File: config.mk
export PLATFORM = sky130hd
export DESIGN_NAME = check_scheduler
export DESIGN_NICKNAME = d
export VERILOG_FILES = /design/src/rtl/check_scheduler.sv
export SDC_FILE = /design/constraint.sdc
export NUM_CORES = 1
export LEC_CHECK = 0
export ABC_AREA = 1
export CAP_MARGIN = 20
export CORE_AREA = 3 3 243 245
export CTS_BUF_LIST = sky130_fd_sc_hd__clkbuf_4
export CTS_CLUSTER_SIZE = 10
export DETAILED_ROUTE_END_ITERATION = 7
export DIE_AREA = 0 0 246 248
export PLACE_DENSITY = 0.48
export RECOVER_POWER = 25
export SYNTH_ARGS = -nofsm -noshare
export SYNTH_HDL_FRONTEND = slang
export SYNTH_SLANG_ARGS = --single-unit
File: constraint.sdc
create_clock -name clk -period 6.2 [get_ports clk]
set_clock_uncertainty 0.15 [all_clocks]
set_input_delay 0.93 -clock clk [delete_from_list [all_inputs] [get_ports clk]]
set_output_delay 0.93 -clock clk [all_outputs]
set_load 0.02 [all_outputs]
File: src/rtl/check_scheduler.sv
// Round-robin result-check scheduler: arbitrates requesters, compares
// expected vs actual words/widths, and keeps registered pass/fail statistics.
module check_scheduler #(
    parameter int WORD   = 64,
    parameter int NREQ   = 4,
    parameter int BITS_W = 7,
    parameter int CNT_W  = 16
) (
    input  logic                     clk,
    input  logic                     rst,
    input  logic                     start,
    input  logic                     finish,
    input  logic [NREQ-1:0]          req,
    input  logic [NREQ*WORD-1:0]     er,
    input  logic [NREQ*WORD-1:0]     ar,
    input  logic [NREQ*BITS_W-1:0]   er_bits,
    input  logic [NREQ*BITS_W-1:0]   ar_bits,
    output logic [NREQ-1:0]          gnt,
    output logic                     result_valid,
    output logic                     result_pass,
    output logic [2:0]               result_src,
    output logic [CNT_W-1:0]         result_step,
    output logic [CNT_W-1:0]         pass_count,
    output logic [CNT_W-1:0]         fail_count,
    output logic                     busy,
    output logic                     done
);

    localparam int IDX_W = (NREQ > 1) ? $clog2(NREQ) : 1;

    typedef enum logic [1:0] {S_IDLE, S_RUN, S_DONE} state_t;

    state_t            r_state;
    state_t            w_next;
    logic [IDX_W-1:0]  r_ptr;
    logic [IDX_W-1:0]  w_idx;
    logic              w_any;
    logic              w_clear;
    logic              w_pass;
    logic [CNT_W-1:0]  r_step;
    logic [CNT_W-1:0]  r_pass_cnt;
    logic [CNT_W-1:0]  r_fail_cnt;
    logic [CNT_W-1:0]  r_res_step;
    logic              r_valid;
    logic              r_pass;
    logic [2:0]        r_src;

    function automatic logic [IDX_W-1:0] wrap_idx(input logic [IDX_W-1:0] base, input int off);
        int s;
        s = int'(base) + off;
        if (s >= NREQ)
            s = s - NREQ;
        return IDX_W'(s);
    endfunction

    always_ff @(posedge clk or posedge rst) begin
        if (rst)
            r_state <= S_IDLE;
        else
            r_state <= w_next;
    end

    // NOTE: every signal driven in always_comb gets a default first, so no latch can form.
    always_comb begin
        w_next = r_state;
        case (r_state)
            S_IDLE:  if (start)  w_next = S_RUN;
            S_RUN:   if (finish) w_next = S_DONE;
            S_DONE:  if (start)  w_next = S_RUN;
            default: w_next = S_IDLE;
        endcase
    end

    always_comb begin
        busy    = (r_state == S_RUN);
        done    = (r_state == S_DONE);
        w_clear = start && (r_state != S_RUN);
    end

    // Scan from lowest to highest priority so the highest-priority hit is written last.
    always_comb begin
        w_idx = '0;
        gnt   = '0;
        w_any = 1'b0;
        for (int k = NREQ; k >= 1; k--) begin
            if (req[wrap_idx(r_ptr, k)])
                w_idx = wrap_idx(r_ptr, k);
        end
        if (r_state == S_RUN && |req) begin
            w_any = 1'b1;
            gnt   = NREQ'(1) << w_idx;
        end
    end

    assign w_pass = (er[w_idx*WORD +: WORD] == ar[w_idx*WORD +: WORD]) &&
                    (er_bits[w_idx*BITS_W +: BITS_W] == ar_bits[w_idx*BITS_W +: BITS_W]);

    // NOTE: sequential state uses non-blocking assignments only, so every flop samples pre-edge values.
    always_ff @(posedge clk or posedge rst) begin
        if (rst) begin
            r_ptr      <= IDX_W'(NREQ - 1);
            r_step     <= '0;
            r_pass_cnt <= '0;
            r_fail_cnt <= '0;
            r_res_step <= '0;
            r_valid    <= 1'b0;
            r_pass     <= 1'b0;
            r_src      <= '0;
        end else begin
            r_valid <= w_any;
            if (w_clear) begin
                r_step     <= '0;
                r_pass_cnt <= '0;
                r_fail_cnt <= '0;
            end else if (w_any) begin
                r_step <= r_step + CNT_W'(1);
                if (w_pass) begin
                    if (r_pass_cnt != '1)
                        r_pass_cnt <= r_pass_cnt + CNT_W'(1);
                end else begin
                    if (r_fail_cnt != '1)
                        r_fail_cnt <= r_fail_cnt + CNT_W'(1);
                end
            end
            if (w_any) begin
                r_ptr      <= w_idx;
                r_pass     <= w_pass;
                r_src      <= 3'(w_idx);
                r_res_step <= r_step;
            end
        end
    end

    assign result_valid = r_valid;
    assign result_pass  = r_pass;
    assign result_src   = r_src;
    assign result_step  = r_res_step;
    assign pass_count   = r_pass_cnt;
    assign fail_count   = r_fail_cnt;

endmodule

# ---- Word level (Yosys, flattened, before mapping)
# Cells that the tools add are included.
dict set report op_classes {
  n_addsub 11
  multipliers 1
  magnitude_cmp 8
  n_eq_ne 10
  n_shift 5
  n_mux 31
  n_reduce_logical 13
}
# operator n
set op_table {}
lappend op_table {{$shiftx 256x9->64} 2}
lappend op_table {{$mux 16} 10}
lappend op_table {{$eq 64x64->1} 1}
lappend op_table {{$shiftx 28x6->7} 2}
lappend op_table {{$add 16x1->16 const B} 3}
lappend op_table {{$ne 16x16->1 const B} 2}
lappend op_table {{$mux 2} 10}
lappend op_table {{$lt 2x3->1 const B} 4}
lappend op_table {{$ge 3x3->1 const B} 3}
lappend op_table {{$bmux 1 s2} 4}
lappend op_table {{$reduce_bool 2->1} 4}
lappend op_table {{$sub 2x1->2 const B} 4}
lappend op_table {{$eq 7x7->1} 1}
lappend op_table {{$add 2x2->3 const B} 2}
lappend op_table {{$reduce_and 3->1} 2}
lappend op_table {{$mul 2x3->5 const B} 1}
lappend op_table {{$mux 1} 5}
lappend op_table {{$add 2x3->4 const B} 1}
lappend op_table {{$ge 4x3->1 const B} 1}
lappend op_table {{$mux 4} 1}
lappend op_table {{$ne 2x1->1 const B} 2}
lappend op_table {{$ne 2x2->1 const B} 2}
lappend op_table {{$pmux 2 s2} 1}
lappend op_table {{$reduce_or 4->1} 1}
lappend op_table {{other kinds (8)} 10}
dict set report word_totals {
  register_bits 72
  input_bits 576
  out_inout_bits 59
  elab_cells 88
}

# ---- Depth between registers and ports, before layout
# Gate-level depths: netlist of the first run.
dict set report logic_depth {
  depth_word 16
  mapped_depth 31
  mapped_depth_nobuf 26
}

# ---- Worst setup path after synthesis of the first run
# OpenSTA, ideal clock, no wires.
dict set report synth_path {
  kind {input to register}
  start {input port req[3]}
  end {register r_pass_cnt[5], in the netlist pass_count[5]}
  setup_ps 118
  arrival_ps 3321
  required_ps 5932
  setup_slack_ps 2611
  cell_stages 30
  n_path_buf 4
  path_cell_list {inv_1 > nand2_1 > nand3_1 > nand2_1 > inv_1 > nand2_1 > nand2_1 > nand2_2 > nand2_2 > buf_6 > inv_2 > buf_4 > buf_4 > nand2_1 > nand2_1 > nand2_1 > nand2_1 > nand2_1 > nand2_1 > nor2_1 > nand2_1 > nor2_1 > nand2_1 > nor2_2 > nand3_4 > nand2_4 > nand3_4 > buf_6 > nand2_1 > nand2_1}
}
dict set report synth_via {
  elab_chain_cells 12
  word_cells_on_any_way 26
  cone_classes {mul (1); eq/ne (2); shift (4); mux (13); reduce/logical (6)}
}
# item line_no
set synth_rtl {}
lappend synth_rtl {{start, declared} 13} ;# input logic [NREQ-1:0] req,
lappend synth_rtl {{$bmux 1 s2} 86} ;# if (req[wrap_idx(r_ptr, k)])
lappend synth_rtl {{$mux 1 (not written as such)} 86}
lappend synth_rtl {{$mux 2 (4 in a row)} 86}
lappend synth_rtl {{$mul 2x3->5} 96} ;# (er_bits[w_idx*BITS_W +: BITS_W] == ar_bits[w_idx*BITS_W +: BITS_W]);
lappend synth_rtl {{$shiftx 28x6->7} 96}
lappend synth_rtl {{$eq 7x7->1} 96}
lappend synth_rtl {{$logic_and 1x1->1} 95} ;# assign w_pass = (er[w_idx*WORD +: WORD] == ar[w_idx*WORD +: WORD]) &&
lappend synth_rtl {{$reduce_bool 2->1 (no line)} --}
lappend synth_rtl {{$reduce_and 3->1 (no line) (*)} --}
lappend synth_rtl {{end signal, assigned} 119} ;# r_pass_cnt <= r_pass_cnt + CNT_W'(1);
lappend synth_rtl {{end, declared} 41} ;# logic [CNT_W-1:0] r_pass_cnt;
# Mark *: on every way between the ends. The rest lies on a longest branch, timed or not. The select of a mux whose other input is x is not followed.
# A chain may end at the register's enable or synchronous reset.

# ---- Final worst setup path of the first run
dict set report layout_path {
  start {input port req[3]}
  end {output port gnt[2]}
}
dict set report layout_via {
  elab_chain_cells 8
  word_cells_on_any_way 16
  cone_classes {shift (1); mux (13); reduce/logical (2)}
}
# item line_no
set layout_rtl {}
lappend layout_rtl {{$bmux 1 s2} 86}
lappend layout_rtl {{$mux 1 (not written as such)} 86}
lappend layout_rtl {{$mux 2 (4 in a row)} 86}
lappend layout_rtl {{$shl 1x2->4} 91} ;# gnt = NREQ'(1) << w_idx;
lappend layout_rtl {{$mux 4 (*)} 89} ;# if (r_state == S_RUN && |req) begin
lappend layout_rtl {{end, declared} 18} ;# output logic [NREQ-1:0] gnt,
# Marks and branches as above.

==> qor.yml, run 1 <==
timing:
  tightestPinTransition_ns: 2.199
  setup_viol: 0
  grt_setup_unrepaired: "no"
  final_hold_violating_endpoints: 0
  holdWs_ns: 0.3117
  worst_slew_margin_rel: -0.4659
  final.setup.tns_ns: 0
  timing.final.crit_share: 0.8203
  max_clock_freq_ghz: 0.1966
  post-route-min-period_ns: 5.086
  slew_viol_final: 67
clock_network:
  post_cts.repair.setup_buffers: 0
  cts_tree: "built"
  cts_made_buffers: 9
  insertion_delay_ns: 0.46
  clk_path_buf_depth: 2
  cts.clk_slew.worst_paths_ns: 0.12
  cts_max_level: 3
  cts_num_sinks: 72
  cts.repair.resized: 0
  holdBufCountCts: 0
  ctsRootBufferMaster: "clkbuf_4"
power_and_ir_drop:
  switching_share: 0.6589
  report.power.total_w: 0.01386
  total_switching_power_w: 0.009134
  p_leak_nw: 10.91
  seq_power_share: 0.045
  p_clk_frac: 0.023
  cell_internal_pwr_w: 0.004729
  powerDensity_nw_per_um2: 655.7
  irDropWorstVdd_mv: 0.7605
  comb_power_share: 0.933
synthesis:
  netlist.area_leader.share: 0.4541
  post_synthesis_average_cell_area_um2: 4.724
  synthesis.nets: 3571
  synth-seq-area-share: 0.1277
  synth.lib_cells_used.distinct: 39
  netlist_instances: 2992
  synth.yosys.warnings: 0
  synth-seq-cells: 72
  largest_area_contributor_in_the_netlist: "nand2_1"
  post_synth_main_area_contributors: "nand2_1 45%, nand3_1 12%, dfrtp_1 12%"
  syn-cell-area_um2: 14130
worst_setup_path:
  worst_setup_path_end_kind: "output pin"
  setup.worst_path.start_class: "input port"
  worstPathMaxFanout: 147
  critical_path_arrival_ns: 4.01
  timing.setup.critical_path_class: "input port to output pin"
  cp_data_required_time_ns: 5.12
min_path:
  holdCritPathClass: "register to register"
cells_and_area:
  share_of_final_layout_standard_cells_stronger_than_drive_strength_1: 0.01979
  mostFrequentLayoutCells: "1709 x nand2_1, 631 x clkdlybuf4s50_1, 352 x nand3_1"
  number_of_filler_instances_in_the_final_layout: 6377
  final_area_um2: 21140
  commonest_non_fill_non_tap_cell_in_the_layout: "nand2_1"
  fin_nets: 4060
  area_delta_synth_final_pct: 49.59
  final_core_util: 0.3686
grt:
  number_of_antenna_violations_at_the_first_check_in_global_routing: 34
  grt_start_max_net_pins: 197
  total_grt_usage: 0.2503
  gr-total-overflow: 0
  grt_pass1_vias: 19380
  grt_first_pass_wirelength_um: 118200
route:
  via_count: 20580
  wirelength_um: 79970
  drt_iter0_markers: 1439
  post_drt_wl_per_cell_um: 18.71
  drt_pre_antenna_iters: 8
  detail_route.vias_per_cell: 4.814
  drc: 0
  drtAntennaViolNets: 0
die:
  design.die.area_um2: 61010
  initial_core_utilization: 0.2464
  die_width_um: 246
  core-area_um2: 57370
  i_o_pin_count: 635
  dieHeight_um: 248
  floorplan.rows: 88
status:
  failed_checks: "capacitance limit, slew limit"
  outcome: "finished, violations left"
run:
  max-cap-violations: 2
placement:
  place_hpwl_um: 63520
  place.port_buffers: 633
  place.gp.congestion: 0.9218
  post_dp_cell_area_um2: 20940
==> power by group through the flow <==
stage          clock, W  sequential [W]  combinational (W)
3_3_place_gp          0        0.000626             0.0128
4_1_cts        0.000329        0.000618             0.0130
2_1_floorplan         0        0.000660            0.00943
5_1_grt        0.000349        0.000629             0.0148
6_report       0.000315        0.000618             0.0129
3_5_place_dp          0        0.000627             0.0129
==> through the flow <==
stage | std cells | setup slack [ns]
after global routing | 4266 | 0.7965
after floorplan | 2992 | 2.611
after detailed placement | 4234 | 0.6425
after CTS | 4250 | 1.121
after global placement | 4234 | 0.6854
final | 4275 | 1.114
==> path summary, 6_finish.rpt <==
path | end | depth (start not counted) | start | slack (ns)
max in group asynchronous | fail_count[3] | 4 | rst | 1.80
hold reg to reg | r_step[2] | 1 | r_step[2] | 0.31
hold / removal | r_step[2] | 1 | r_step[2] | 0.31
min in group asynchronous | result_step[3] | 2 | rst | 0.68
setup / recovery | gnt[2] | 11 | req[3] | 1.11
setup reg to reg | pass_count[14] | 26 | r_ptr[0] | 1.45
==> registers in the layout, summed over array words and instances, names as in the netlist <==
register and flops:
fail_count 16, result_valid 1, r_ptr 2, result_pass 1
result_src 2, result_step 16, r_step 16, r_state 2
pass_count 16
==> critical path, stage by stage <==
cell	delay (ns)
clkdlybuf4s50_1	0.46
inv_1	0.07
o21ai_1	0.18
nand2_1	0.09
nand2_1	0.06
nand2_1	0.10
a21oi_4	0.36
buf_12	0.48
nand2_1	0.27
nor2_1	0.18
clkdlybuf4s50_1	0.63
==> area by class of cell <==
type	instances	area, µm²	area share
Inverter	149	561.8	0.02657
Sequential cell	72	1804	0.08534
Antenna cell	24	60.06	0.002841
Tap cell	765	957.2	0.04527
Multi-Input combinational cell	2587	10910	0.5161
Clock buffer	9	67.56	0.003196
Timing Repair Buffer	662	6709	0.3173
Clock inverter	7	71.32	0.003373
==> synth_stat cells (all sizes together) <==
| cell | number |
|---|---|
| inv | 148 |
| o21ai | 69 |
| clkinv | 1 |
| a22o | 1 |
| nor3b | 5 |
| nor4 | 5 |
| xnor2 | 3 |
| nor2b | 1 |
| conb | 1 |
| o31ai | 1 |
| a21oi | 32 |
| nand2 | 1714 |
| o22ai | 1 |
| xor2 | 19 |
| nor3 | 15 |
| or2 | 2 |
| a31oi | 3 |
| dfrtp | 70 |
| nand3 | 357 |
| dfstp | 2 |
| clkbuf | 56 |
| ha | 3 |
| nor2 | 244 |
| nand3b | 1 |
| buf | 128 |
| nand4 | 110 |
==> logic make-up (layout without fill, tap and decap cells) <==
| logic type | Yosys count | in the layout | share of synthesized area |
|---|---|---|---|
| compound gates | 107 | 107 | 0.03948 |
| other cells | 1 | 25 | 0.0002653 |
| buf+inv | 333 | 827 | 0.1035 |
| xor+xnor | 22 | 22 | 0.01363 |
| fa+ha+maj | 3 | 3 | 0.002656 |
| flops | 72 | 72 | 0.1277 |
| simple gates | 2454 | 2454 | 0.7128 |
==> routing by layer <==
layer | global-route usage | vias to the layer above | routed length, µm
li1 | - | 10420 | -
met1 | 0.2990 | 9349 | 32840
met2 | 0.4534 | 706 | 39740
met3 | 0.05434 | 88 | 5428
met4 | 0.06235 | 20 | 1826
met5 | 0 | - | 128
Power figures use the tool's default switching activity.
==> run 2: changes to the inputs <==
--- a/config.mk
+++ b/config.mk
@@ -12,7 +12,7 @@
 export CTS_CLUSTER_SIZE = 10
 export DETAILED_ROUTE_END_ITERATION = 7
 export DIE_AREA = 0 0 246 248
-export PLACE_DENSITY = 0.48
+export PLACE_DENSITY = 0.5
 export RECOVER_POWER = 25
 export SYNTH_ARGS = -nofsm -noshare
 export SYNTH_HDL_FRONTEND = slang
==> constraint.sdc (replaced) <==
create_clock -name clk -period 4.2 [get_ports clk]
set_clock_uncertainty 0.15 [all_clocks]
set_input_delay 0.63 -clock clk [delete_from_list [all_inputs] [get_ports clk]]
set_output_delay 0.63 -clock clk [all_outputs]
set_load 0.02 [all_outputs]
==> qor.yml, run 2 (same netlist as run 1, synthesis figures left out) <==
worst_setup_path:
  cp_data_required_time_ns: 4.39  # -0.73 ns
  cpPeakStageDelay_ns: 0.60  # -0.03 ns
  timing.critical_path.mode_cell: "nand2_1"
  worst_setup_path_end_kind: "register"
  timing.setup.critical_path_class: "register to register"
  critical_path_arrival_ns: 4.07  # +0.06 ns
  worstPathMaxFanout: 18  # -88%
  reg2reg_slack_ns: 0.32  # -1.13 ns
  critPathSlowestCell: "dfstp_2"
  setup.worst_path.start_class: "register"
  worst-r2r-cell-count: 28  # +7.7%
power_and_ir_drop:
  p_clk_frac: 0.020  # -0.003
  switching_share: 0.6044  # -0.05448
  powerDensity_nw_per_um2: 1030  # +57%
  comb_power_share: 0.941  # +0.008
  report.power.total_w: 0.02324  # +68%
  cell_internal_pwr_w: 0.009192  # +94%
  irDropWorstVdd_mv: 0.4723  # -38%
  seq_power_share: 0.039  # -0.006
  total_switching_power_w: 0.01404  # +54%
  p_leak_nw: 11.73  # +7.5%
timing:
  final_hold_violating_endpoints: 0  # unchanged
  setup_viol: 0  # unchanged
  holdWs_ns: 0.3152  # +0.003520 ns
  worst_slew_margin_rel: 0.1864  # +0.6523
  final.setup.tns_ns: 0  # unchanged
  slew_viol_final: 0  # -100%
  grt_setup_unrepaired: "yes"
  timing.final.crit_share: 0.9245
  post-route-min-period_ns: 3.883
  tightestPinTransition_ns: 1.219  # -0.9798 ns
  max_clock_freq_ghz: 0.2575
  setup_slack_ns: 0.3171  # -0.7970 ns
placement:
  place.port_buffers: 633  # unchanged
  place.gp.congestion: 0.9372  # +1.7%
  place_hpwl_um: 66670  # +5.0%
  dp_slack_ns: -0.3036  # -0.9461 ns
cells_and_area:
  area_delta_synth_final_pct: 59.63
  mostFrequentLayoutCells: "1708 x nand2_1, 631 x clkdlybuf4s50_1, 352 x nand3_1"
  number_of_filler_instances_in_the_final_layout: 6423  # +0.72%
  fin_nets: 4197  # +3.4%
  commonest_non_fill_non_tap_cell_in_the_layout: "nand2_1"
  share_of_final_layout_standard_cells_stronger_than_drive_strength_1: 0.05796  # +0.03817
die:
  dieHeight_um: 248  # unchanged
  floorplan.rows: 88  # unchanged
  core-area_um2: 57370  # unchanged
  i_o_pin_count: 635  # unchanged
  design.die.area_um2: 61010  # unchanged
  initial_core_utilization: 0.2464  # unchanged
  die_width_um: 246  # unchanged
route:
  drt_iter0_markers: 1487  # +3.3%
  drtAntennaViolNets: 0  # unchanged
  drt_pre_antenna_iters: 6  # -2
  wirelength_um: 79180  # -0.98%
  detail_route.vias_per_cell: 4.643  # -3.6%
  drc: 0  # unchanged
  post_drt_wl_per_cell_um: 17.97  # -3.9%
  via_count: 20460  # -0.59%
clock_network:
  cts_made_buffers: 9  # unchanged
  cts_tree: "built"
  clk_path_buf_depth: 2  # unchanged
  ctsRootBufferMaster: "clkbuf_4"
  cts_max_level: 3  # unchanged
  holdBufCountCts: 0  # unchanged
  cts_num_sinks: 72  # unchanged
  insertion_delay_ns: 0.45  # about the same
  cts.clk_slew.worst_paths_ns: 0.13  # about the same
grt:
  grt_first_pass_wirelength_um: 117600  # -0.46%
  total_grt_usage: 0.2499  # -0.0003262
  global_routing_s_busiest_layer: "met2"
  gr-total-overflow: 0  # unchanged
  globalRouteMet2Util: 0.4487  # -0.004697
  number_of_antenna_violations_at_the_first_check_in_global_routing: 25  # -26%
  groute.layer.met3.usage: 0.03933  # -0.01502
  gr-usage-met1: 0.3117  # +0.01274
  grt_pass1_vias: 19440  # +0.28%
  grt_start_max_net_pins: 55  # -72%
min_path:
  holdCritPathClass: "register to register"
  worst_hold_path.num_cells: 1  # unchanged
status:
  outcome: "finished, final reports clean"
run:
  max-cap-violations: 0  # -2
[run 2: cell count changes in the layout (fill, tap and decap cells not counted), sizes merged]
cell and change:
dlymetal6s2s +1, diode -5, clkinv -3, clkbuf +4
dlygate4sd3 -1, nand3 +1, buf +136, inv -1
[run 2: area by class of cell]
| cell class | count | area, µm² | share of cell area |
|---|---|---|---|
| well taps | 765 | 957.2 | 0.04242 |
| diodes | 19 | 47.55 | 0.002107 |
| multi-input cells | 2588 | 10940 | 0.4851 |
| clock buffers | 13 | 97.59 | 0.004326 |
| clock inverters | 3 | 42.54 | 0.001886 |
| repair buffers | 798 | 8107 | 0.3593 |
| inverters | 149 | 561.8 | 0.02490 |
| flip-flops and latches | 72 | 1804 | 0.07997 |
[run 2: routing by layer]
metal,vias to the layer above,share of wire
met4,12,0.018
met5,-,0.0010
met2,682,0.50
li1,10690,-
met3,69,0.062
met1,9005,0.42
[run 2: power groups by stage]
stage | Sequential [W] | Clock (W) | Combinational [W]
after floorplan | 0.000974 | 0 | 0.0139
after global placement | 0.000927 | 0 | 0.0218
after detailed placement | 0.000927 | 0 | 0.0217
after CTS | 0.000913 | 0.000488 | 0.0218
after global routing | 0.000926 | 0.000525 | 0.0248
final | 0.000908 | 0.000474 | 0.0219
[run 2: critical path, delay by kind of cell, from the launching register on]
kind,cells,cell delay [ns]
buffers and inverters,6,0.94
flip-flops,1,0.60
AO/OA/AOI/OAI,1,0.10
AND/OR/NAND/NOR,21,1.92
[run 2: path summary, 6_finish.rpt]
kind	startpoint	to
setup / recovery	r_ptr[0]	fail_count[3]
hold / removal	r_step[2]	r_step[2]
setup reg to reg	r_ptr[0]	fail_count[3]
hold reg to reg	r_step[2]	r_step[2]
max in group asynchronous	rst	r_step[11]
min in group asynchronous	rst	pass_count[3]
[run 2: stage by stage]
stage                     std cells  area (µm²)    util
final                          4407       22560  0.3933
after global placement         4369       22280  0.3884
after detailed placement       4369       22280  0.3884
after floorplan                2992       14130       -
after global routing           4403       22550  0.3931
after CTS                      4385       22420  0.3909
[run 2: what timing repair did]
action	in CTS	in global routing
buffers inserted	0	1
setup endpoints to repair	0	34
gates resized for setup	0	8
